**src/rtl/imem_boot_loader.sv**
```systemverilog
// Boot loader: packs a length-prefixed byte stream into 32-bit little-endian words,
// writes them to instruction memory and holds the core in reset until the image is complete.
module imem_boot_loader #(
  parameter int ADDR_W    = 10,
  parameter int MAX_WORDS = 256,
  parameter int TIMEOUT   = 1024
) (
  input  logic              clk,
  input  logic              Reset,
  input  logic              start,
  input  logic              byte_valid,
  input  logic [7:0]        byte_data,
  output logic              byte_ready,
  output logic              mem_we,
  output logic [ADDR_W-1:0] mem_addr,
  output logic [31:0]       mem_wd,
  output logic              core_reset,
  output logic              busy,
  output logic              done,
  output logic              error
);

  // Handshake: a byte moves on a rising edge where byte_valid and byte_ready are
  // both 1. byte_ready depends on state only, never on byte_valid.

  localparam int TMO_W  = (TIMEOUT > 1) ? $clog2(TIMEOUT) : 1;
  localparam int WIDX_W = $clog2(MAX_WORDS + 1);
  localparam logic [15:0]      MAX_N    = 16'(MAX_WORDS);
  localparam logic [TMO_W-1:0] TMO_LAST = TMO_W'(TIMEOUT - 1);

  typedef enum logic [2:0] {
    S_IDLE  = 3'd0,
    S_HDR0  = 3'd1,
    S_HDR1  = 3'd2,
    S_DATA  = 3'd3,
    S_WRITE = 3'd4,
    S_RUN   = 3'd5,
    S_ERR   = 3'd6
  } state_t;

  state_t state, state_nxt;

  logic [15:0]       count;
  logic [WIDX_W-1:0] word_idx;
  logic [1:0]        byte_idx;
  logic [TMO_W-1:0]  tmo_cnt;
  logic [31:0]       word_buf;

  logic        xfer;
  logic        loading;
  logic        restart;
  logic        tmo_expire;
  logic        last_word;
  logic [15:0] n_hdr;
  logic [31:0] word_next;

  assign xfer      = byte_valid & byte_ready;
  assign loading   = (state == S_HDR0) || (state == S_HDR1) || (state == S_DATA);
  assign restart   = start && ((state == S_IDLE) || (state == S_RUN) || (state == S_ERR));
  assign n_hdr     = {byte_data, count[7:0]};
  assign word_next = {byte_data, word_buf[31:8]};
  assign last_word = (16'(word_idx) + 16'd1) == count;

  // A byte arriving on the terminal-count cycle wins over the timeout.
  assign tmo_expire = loading && !xfer && (tmo_cnt == TMO_LAST);

  always_comb begin
    state_nxt = state;
    case (state)
      S_IDLE, S_RUN, S_ERR: begin
        if (start) state_nxt = S_HDR0;
      end
      S_HDR0: begin
        if (xfer) state_nxt = S_HDR1;
      end
      S_HDR1: begin
        if (xfer) begin
          if (n_hdr == 16'd0)     state_nxt = S_RUN;
          else if (n_hdr > MAX_N) state_nxt = S_ERR;
          else                    state_nxt = S_DATA;
        end
      end
      S_DATA: begin
        if (xfer && (byte_idx == 2'd3)) state_nxt = S_WRITE;
      end
      S_WRITE: begin
        state_nxt = last_word ? S_RUN : S_DATA;
      end
      default: state_nxt = S_IDLE;
    endcase
    if (tmo_expire) state_nxt = S_ERR;
  end

  always_ff @(posedge clk) begin
    if (!Reset) begin
      state      <= S_IDLE;
      byte_ready <= 1'b0;
      mem_we     <= 1'b0;
      mem_addr   <= '0;
      mem_wd     <= '0;
      core_reset <= 1'b1;
      busy       <= 1'b0;
      done       <= 1'b0;
      error      <= 1'b0;
      count      <= '0;
      word_idx   <= '0;
      byte_idx   <= '0;
      tmo_cnt    <= '0;
      word_buf   <= '0;
    end else begin
      state <= state_nxt;

      // Status outputs are registered copies of the next state.
      byte_ready <= (state_nxt == S_HDR0) || (state_nxt == S_HDR1) || (state_nxt == S_DATA);
      busy       <= (state_nxt == S_HDR0) || (state_nxt == S_HDR1) ||
                    (state_nxt == S_DATA) || (state_nxt == S_WRITE);
      done       <= (state_nxt == S_RUN);
      error      <= (state_nxt == S_ERR);
      core_reset <= (state_nxt != S_RUN);
      mem_we     <= (state_nxt == S_WRITE);

      if (restart) begin
        count    <= '0;
        word_idx <= '0;
        byte_idx <= '0;
        tmo_cnt  <= '0;
        word_buf <= '0;
      end else begin
        if (loading) begin
          if (xfer || tmo_expire) tmo_cnt <= '0;
          else                    tmo_cnt <= tmo_cnt + 1'b1;
        end

        if ((state == S_HDR0) && xfer) count[7:0]  <= byte_data;
        if ((state == S_HDR1) && xfer) count[15:8] <= byte_data;

        if ((state == S_DATA) && xfer) begin
          word_buf <= word_next;
          byte_idx <= byte_idx + 2'd1;
          // The write address and data are captured with the fourth byte.
          if (byte_idx == 2'd3) begin
            mem_addr <= ADDR_W'({word_idx, 2'b00});
            mem_wd   <= word_next;
          end
        end

        if (state == S_WRITE) begin
          byte_idx <= '0;
          if (!last_word) word_idx <= word_idx + 1'b1;
        end
      end
    end
  end

endmodule

```
**config.mk**
```make
export PLATFORM = sky130hd
export DESIGN_NAME = imem_boot_loader
export DESIGN_NICKNAME = d
export VERILOG_FILES = /design/src/rtl/imem_boot_loader.sv
export SDC_FILE = /design/constraint.sdc
export NUM_CORES = 1
export LEC_CHECK = 0
export ABC_AREA = 1
export BUFFER_PORTS_ARGS = -buffer_cell sky130_fd_sc_hd__buf_2
export CORE_MARGIN = 4
export CORE_UTILIZATION = 30
export DETAILED_ROUTE_END_ITERATION = 10
export GPL_TIMING_DRIVEN = 0
export PLACE_DENSITY_LB_ADDON = 0.25
export RECOVER_POWER = 100
export SLEW_MARGIN = 10
export SYNTH_ARGS = -nofsm -noshare
export SYNTH_HDL_FRONTEND = slang
export SYNTH_SLANG_ARGS = --single-unit
```
**constraint.sdc**
```tcl
create_clock -name clk -period 1.9 [get_ports clk]
set_clock_uncertainty 0.2 [all_clocks]
set_input_delay 0.095 -clock clk [delete_from_list [all_inputs] [get_ports clk]]
set_output_delay 0.095 -clock clk [all_outputs]
set_load 0.02 [all_outputs]
```
Word level (Yosys, flattened, before mapping):

Cells that the tools add are included.

* equality and inequality tests: 16
* add/subtract/negate cells: 4
* bitwise operators: 4
* order comparisons: 1
* multiplexer cells: 10
* reduce and logical (&&, ||, !) cells: 23

Operators by type and width (count)
* 3-bit 2-to-1 mux: 8
* 3-bit equality test, second input constant: 6
* 10-bit by 16-bit equality test with 1-bit output: 1
* 16-bit by 9-bit > comparator with 1-bit output, second input constant: 1
* 16-bit logical NOT: 1
* 3-bit case mux with 5 select lines: 1
* 3-bit by 2-bit equality test with 1-bit output, second input constant: 4
* 10-bit by 1-bit adder with 10-bit output, second input constant: 1
* 9-bit by 1-bit adder with 10-bit output, second input constant: 1
* 10-bit equality test, second input constant: 1
* 10-bit 2-to-1 mux: 1
* 9-bit by 1-bit adder with 9-bit output, second input constant: 1
* 1-bit logical OR: 8
* 1-bit logical AND: 7
* 3-bit by 1-bit equality test with 1-bit output, second input constant: 2
* 3-bit OR reduction: 2
* 3-bit logical NOT: 1
* 3-bit != test, second input constant: 1
* 1-bit NOT: 3
* 3-bit AND reduction: 1
* 2-bit by 1-bit adder with 2-bit output, second input constant: 1
* 2-bit equality test, second input constant: 1
* 2-bit AND reduction: 1
* 2-bit OR reduction: 1
* 2 further kinds: 2

* bits of input ports: 12
* flip-flop bits (word level): 118

Longest topological paths before layout:

* depth after elaboration: 10
* mapped depth: 14
* gate-level depth less buffers: 14

Worst setup path before layout:

Ideal clock, no wire load.

* path kind: register to register
* start point: register word_idx[1]
* end point: register word_idx[7]
* slack: -0.081 ns
* data required time: 1.584 ns
* stages on the path, launching flop included: 15
* library setup time: 0.116 ns
* arrival time: 1.665 ns
* buffers on the path: 0
* cells stage by stage: dfxtp_1 ha_1 nand2_2 nor2_4 nand2_2 nand2_2 nor2_1 nor2_1 nand2_1 nor2_2 nand2_2 nand2_4 inv_1 o21ai_0 nor2_1

* longest elaborated chain between the ends: 4
* elaborated cells on any way between the ends: 5
* classes of those cells: add/sub: 2; eq/ne: 1; bitwise: 1; reduce/logical: 1

Ends and longest elaborated chain
* start, declared: line 44 `logic [WIDX_W-1:0] word_idx;`
* start signal, assigned: line 149 `if (!last_word) word_idx <= word_idx + 1'b1;`
* 9-bit by 1-bit adder with 10-bit output: line 62 `assign last_word = (16'(word_idx) + 16'd1) == count;`
* 10-bit by 16-bit equality test with 1-bit output: line 62
* 1-bit NOT (no line)
* 2-bit AND reduction (no line)

Parallel ways exist; a longest one is shown, timed or not.
A chain may end at the register's enable or synchronous reset.

Worst setup path in the final report:

* start point: register word_idx[1]
* end point: register word_idx[8]

The elaborated chain is that of the path after synthesis.

==> impl_metrics.yaml <==
synth:
  yosys.area_share.adder: 0.00803
  syn_area_um2: 4670
  synth_common_cells: "nand2_1 (117), dfxtp_1 (110), nor2_1 (99), a21oi_1 (61), nand3_1 (60)"
  yosys.area.top_type_share: 0.471
  synth-xor-area-share: 0.0131
  synth_top_family_by_area: "simple AND/OR/NAND/NOR gates"
  synthMuxAreaShare: 0
  synth_edf_count: 0
  ys_ff_latch: 110
  synth_area_leaders: "dfxtp_1 (47%), nand2_1 (9.4%), nor2_1 (7.9%)"
  seq_area_frac_synth: 0.471
  yosysTopAreaCell: "dfxtp_1"
  synth.most_common_cell: "nand2_1"
  ys_warn_count: 0
  synthSimpleGateAreaFrac: 0.303
  async_flop_share: 0
  synth_compound_area_frac: 0.136
  postSynthCellCount: 632
  ys.flop_type: "dfxtp_1"
  synth.distinct_cells: 36
  postSynthAreaPerCell_um2: 7.40
cells_and_area:
  areaGrowthSynthToFinish_pct: 30.0
  fillers: 1619
  nets: 755
  insertedDiodeCount: 0
  design_area_um2: 6080
  drive_gt1_frac: 0.200
clock_tree:
  cts_tree: "done"
  h-tree-depth: 3
  cts.clk_slew.worst_paths_ns: 0.07
  clk_latency_ns: 0.36
  cts-buffers-inserted: 9
  cts_root_buf: "clkbuf_16"
  cts_buffer_depth: 2
  cts_sinks: 110
placement:
  dpl.hpwl_mm: 9.42
  dpl-instance-area_um2: 5250
  gp_congestion: 0.891
  io_buffer_count: 57
sta:
  max_freq_ghz: 0.483
  hold_viol: 0
  worst_pin_slew_ns: 0.663
  slew_violations: 0
  finalSetupViolCount: 16
  fin_ws_ns: -0.170
  rsz0062_at_grt: "yes"
  finalCritPeriodShare: 1.09
  slew_headroom: 0.556
  fin_setup_tns_ns: -2.14
  min_period_ns: 2.07
worst_hold_path:
  min_path_type: "in2reg"
worst_setup_path:
  critPathRequiredTime_ns: 1.95
  arrival_ns: 2.12
  critPathLaunchType: "flip-flop"
  path_class: "reg2reg"
  critPathMaxFanout: 7
  cp-end-kind: "flip-flop"
die:
  die_h_um: 133
  dieArea_um2: 17600
  core_region_area_um2: 15300
  num_io_pins: 60
  placementRows: 45
  start_util: 0.306
  chipWidth_um: 133
run:
  cap_viol_max_count: 0
drt:
  ant_nets: 0
  drt-vias-per-instance: 4.76
  dr.pass1.iters: 5
  routed_wl_mm: 13.4
  vias: 4551
  drt_iter0_markers: 390
  wl_per_cell_um: 14.1
  drc_errors: 0
power:
  switching_share: 0.246
  ir_drop_mv: 0.474
  power.switching_uw: 1130
  finalPower_uw: 4610
  pwr-share-seq: 0.506
  power.density_nw_per_um2: 758
  power_leakage_uw: 0.00225
  p_int_uw: 3470
  p_clk_frac: 0.408
  combPwrFrac: 0.086
status:
  status: "finished, violations left"
  violations: "setup timing"
global_route:
  grt_pass1_vias: 4347
  grt_pass1_wl_mm: 21.5
  grt_use_total: 0.152
  overflow: 0
  grt_max_degree: 18
  antenna_found_initial: 0
-- critical path: stages, from the launching register on --
cell and delay (ns):
dfxtp_4 0.37, ha_4 0.17, nand2_4 0.07, nor2_4 0.18, nand2_2 0.07, nand2_2 0.09
buf_4 0.11, nand2_1 0.05, nand3_2 0.10, nor2_4 0.05, nand2_4 0.08, nand2_8 0.09
buf_12 0.18, a21oi_1 0.11, nor2_1 0.06
-- sequential cells by signal (all words and copies together) (netlist names) --
register	count
busy	1
byte_ready	1
byte_idx	2
mem_wd	32
count	16
error	1
tmo_cnt	10
mem_addr	8
mem_we	1
word_idx	9
state	3
done	1
word_buf	24
core_reset	1
-- power by group through the flow --
stage | sequential, uW | clock, uW | combinational, uW
after floorplan | 2390 | 0 | 187
after global placement | 2390 | 0 | 293
after detailed placement | 2390 | 0 | 298
after CTS | 2330 | 1930 | 371
after global routing | 2330 | 1990 | 433
final | 2330 | 1880 | 397
-- stage by stage --
step	util	cells	hold WS, ns	worst slack [ns]
6_report	0.398	956	0.120	-0.170
5_1_grt	0.398	956	0.153	-0.302
4_1_cts	0.389	949	0.0864	-0.137
3_5_place_dp	0.344	901	0.212	-0.306
3_3_place_gp	0.344	901	0.214	-0.299
2_1_floorplan	-	633	0.0334	0.0440
-- worst paths after layout --
kind,from,to,slack (ns),cells after the start
setup / recovery,word_idx[1]$_SDFFE_PP0P_,word_idx[8]$_SDFFE_PP0P_,-0.17,14
hold / removal,byte_valid,error$_SDFF_PN0_,0.12,6
setup reg to reg,word_idx[1]$_SDFFE_PP0P_,word_idx[8]$_SDFFE_PP0P_,-0.17,14
hold reg to reg,word_buf[13]$_SDFFE_PP0P_,word_buf[13]$_SDFFE_PP0P_,0.26,2
-- kinds of logic after synthesis --
kind of cell,after synthesis
flops,110
other cells,1
simple gates,314
xor+xnor,7
compound gates,122
buf+inv,75
fa+ha+maj,3
-- cell type report --
type	instances	area (um2)	share of cell area
Inverter	46	175	0.0288
Clock buffer	10	229	0.0377
Buffer	29	173	0.0284
Tap cell	211	264	0.0435
Timing Repair Buffer	96	579	0.0953
Clock inverter	6	62.6	0.0103
Sequential cell	110	2220	0.365
Multi-Input combinational cell	448	2370	0.391
-- repair_timing --
action                                 CTS  global route
setup endpoints to repair              109            68
cloned                                   0             1
setup buffers                           20             7
pin swaps                               12            19
endpoints found under the hold margin   34             0
hold buffers                            12             0
gates resized for setup                 44            57
-- cells in the final DEF, fill, tap and decap left out, types with 8 or more instances in the layout --
cell type	netlist	layout
a21oi_1	61	58
inv_1	42	38
buf_4	2	28
clkbuf_1	16	55
nor2_1	99	93
nand2_1	117	108
dlygate4sd3_1	0	12
dfxtp_1	110	102
nand4_1	8	8
buf_2	10	15
nor2_4	4	8
o21ai_0	51	43
nand2_2	7	13
nand3_1	60	53
clkbuf_16	0	10
-- routing by layer --
metal  vias to the layer above  wire length, um  GRT usage
met2                       123             6200      0.249
met1                      2127             6090      0.196
met3                        21              827     0.0312
met4                         0              321     0.0618
met5                         -                0          0
li1                       2280                -          -
Note: power is estimated with default switching activity, not from simulation.
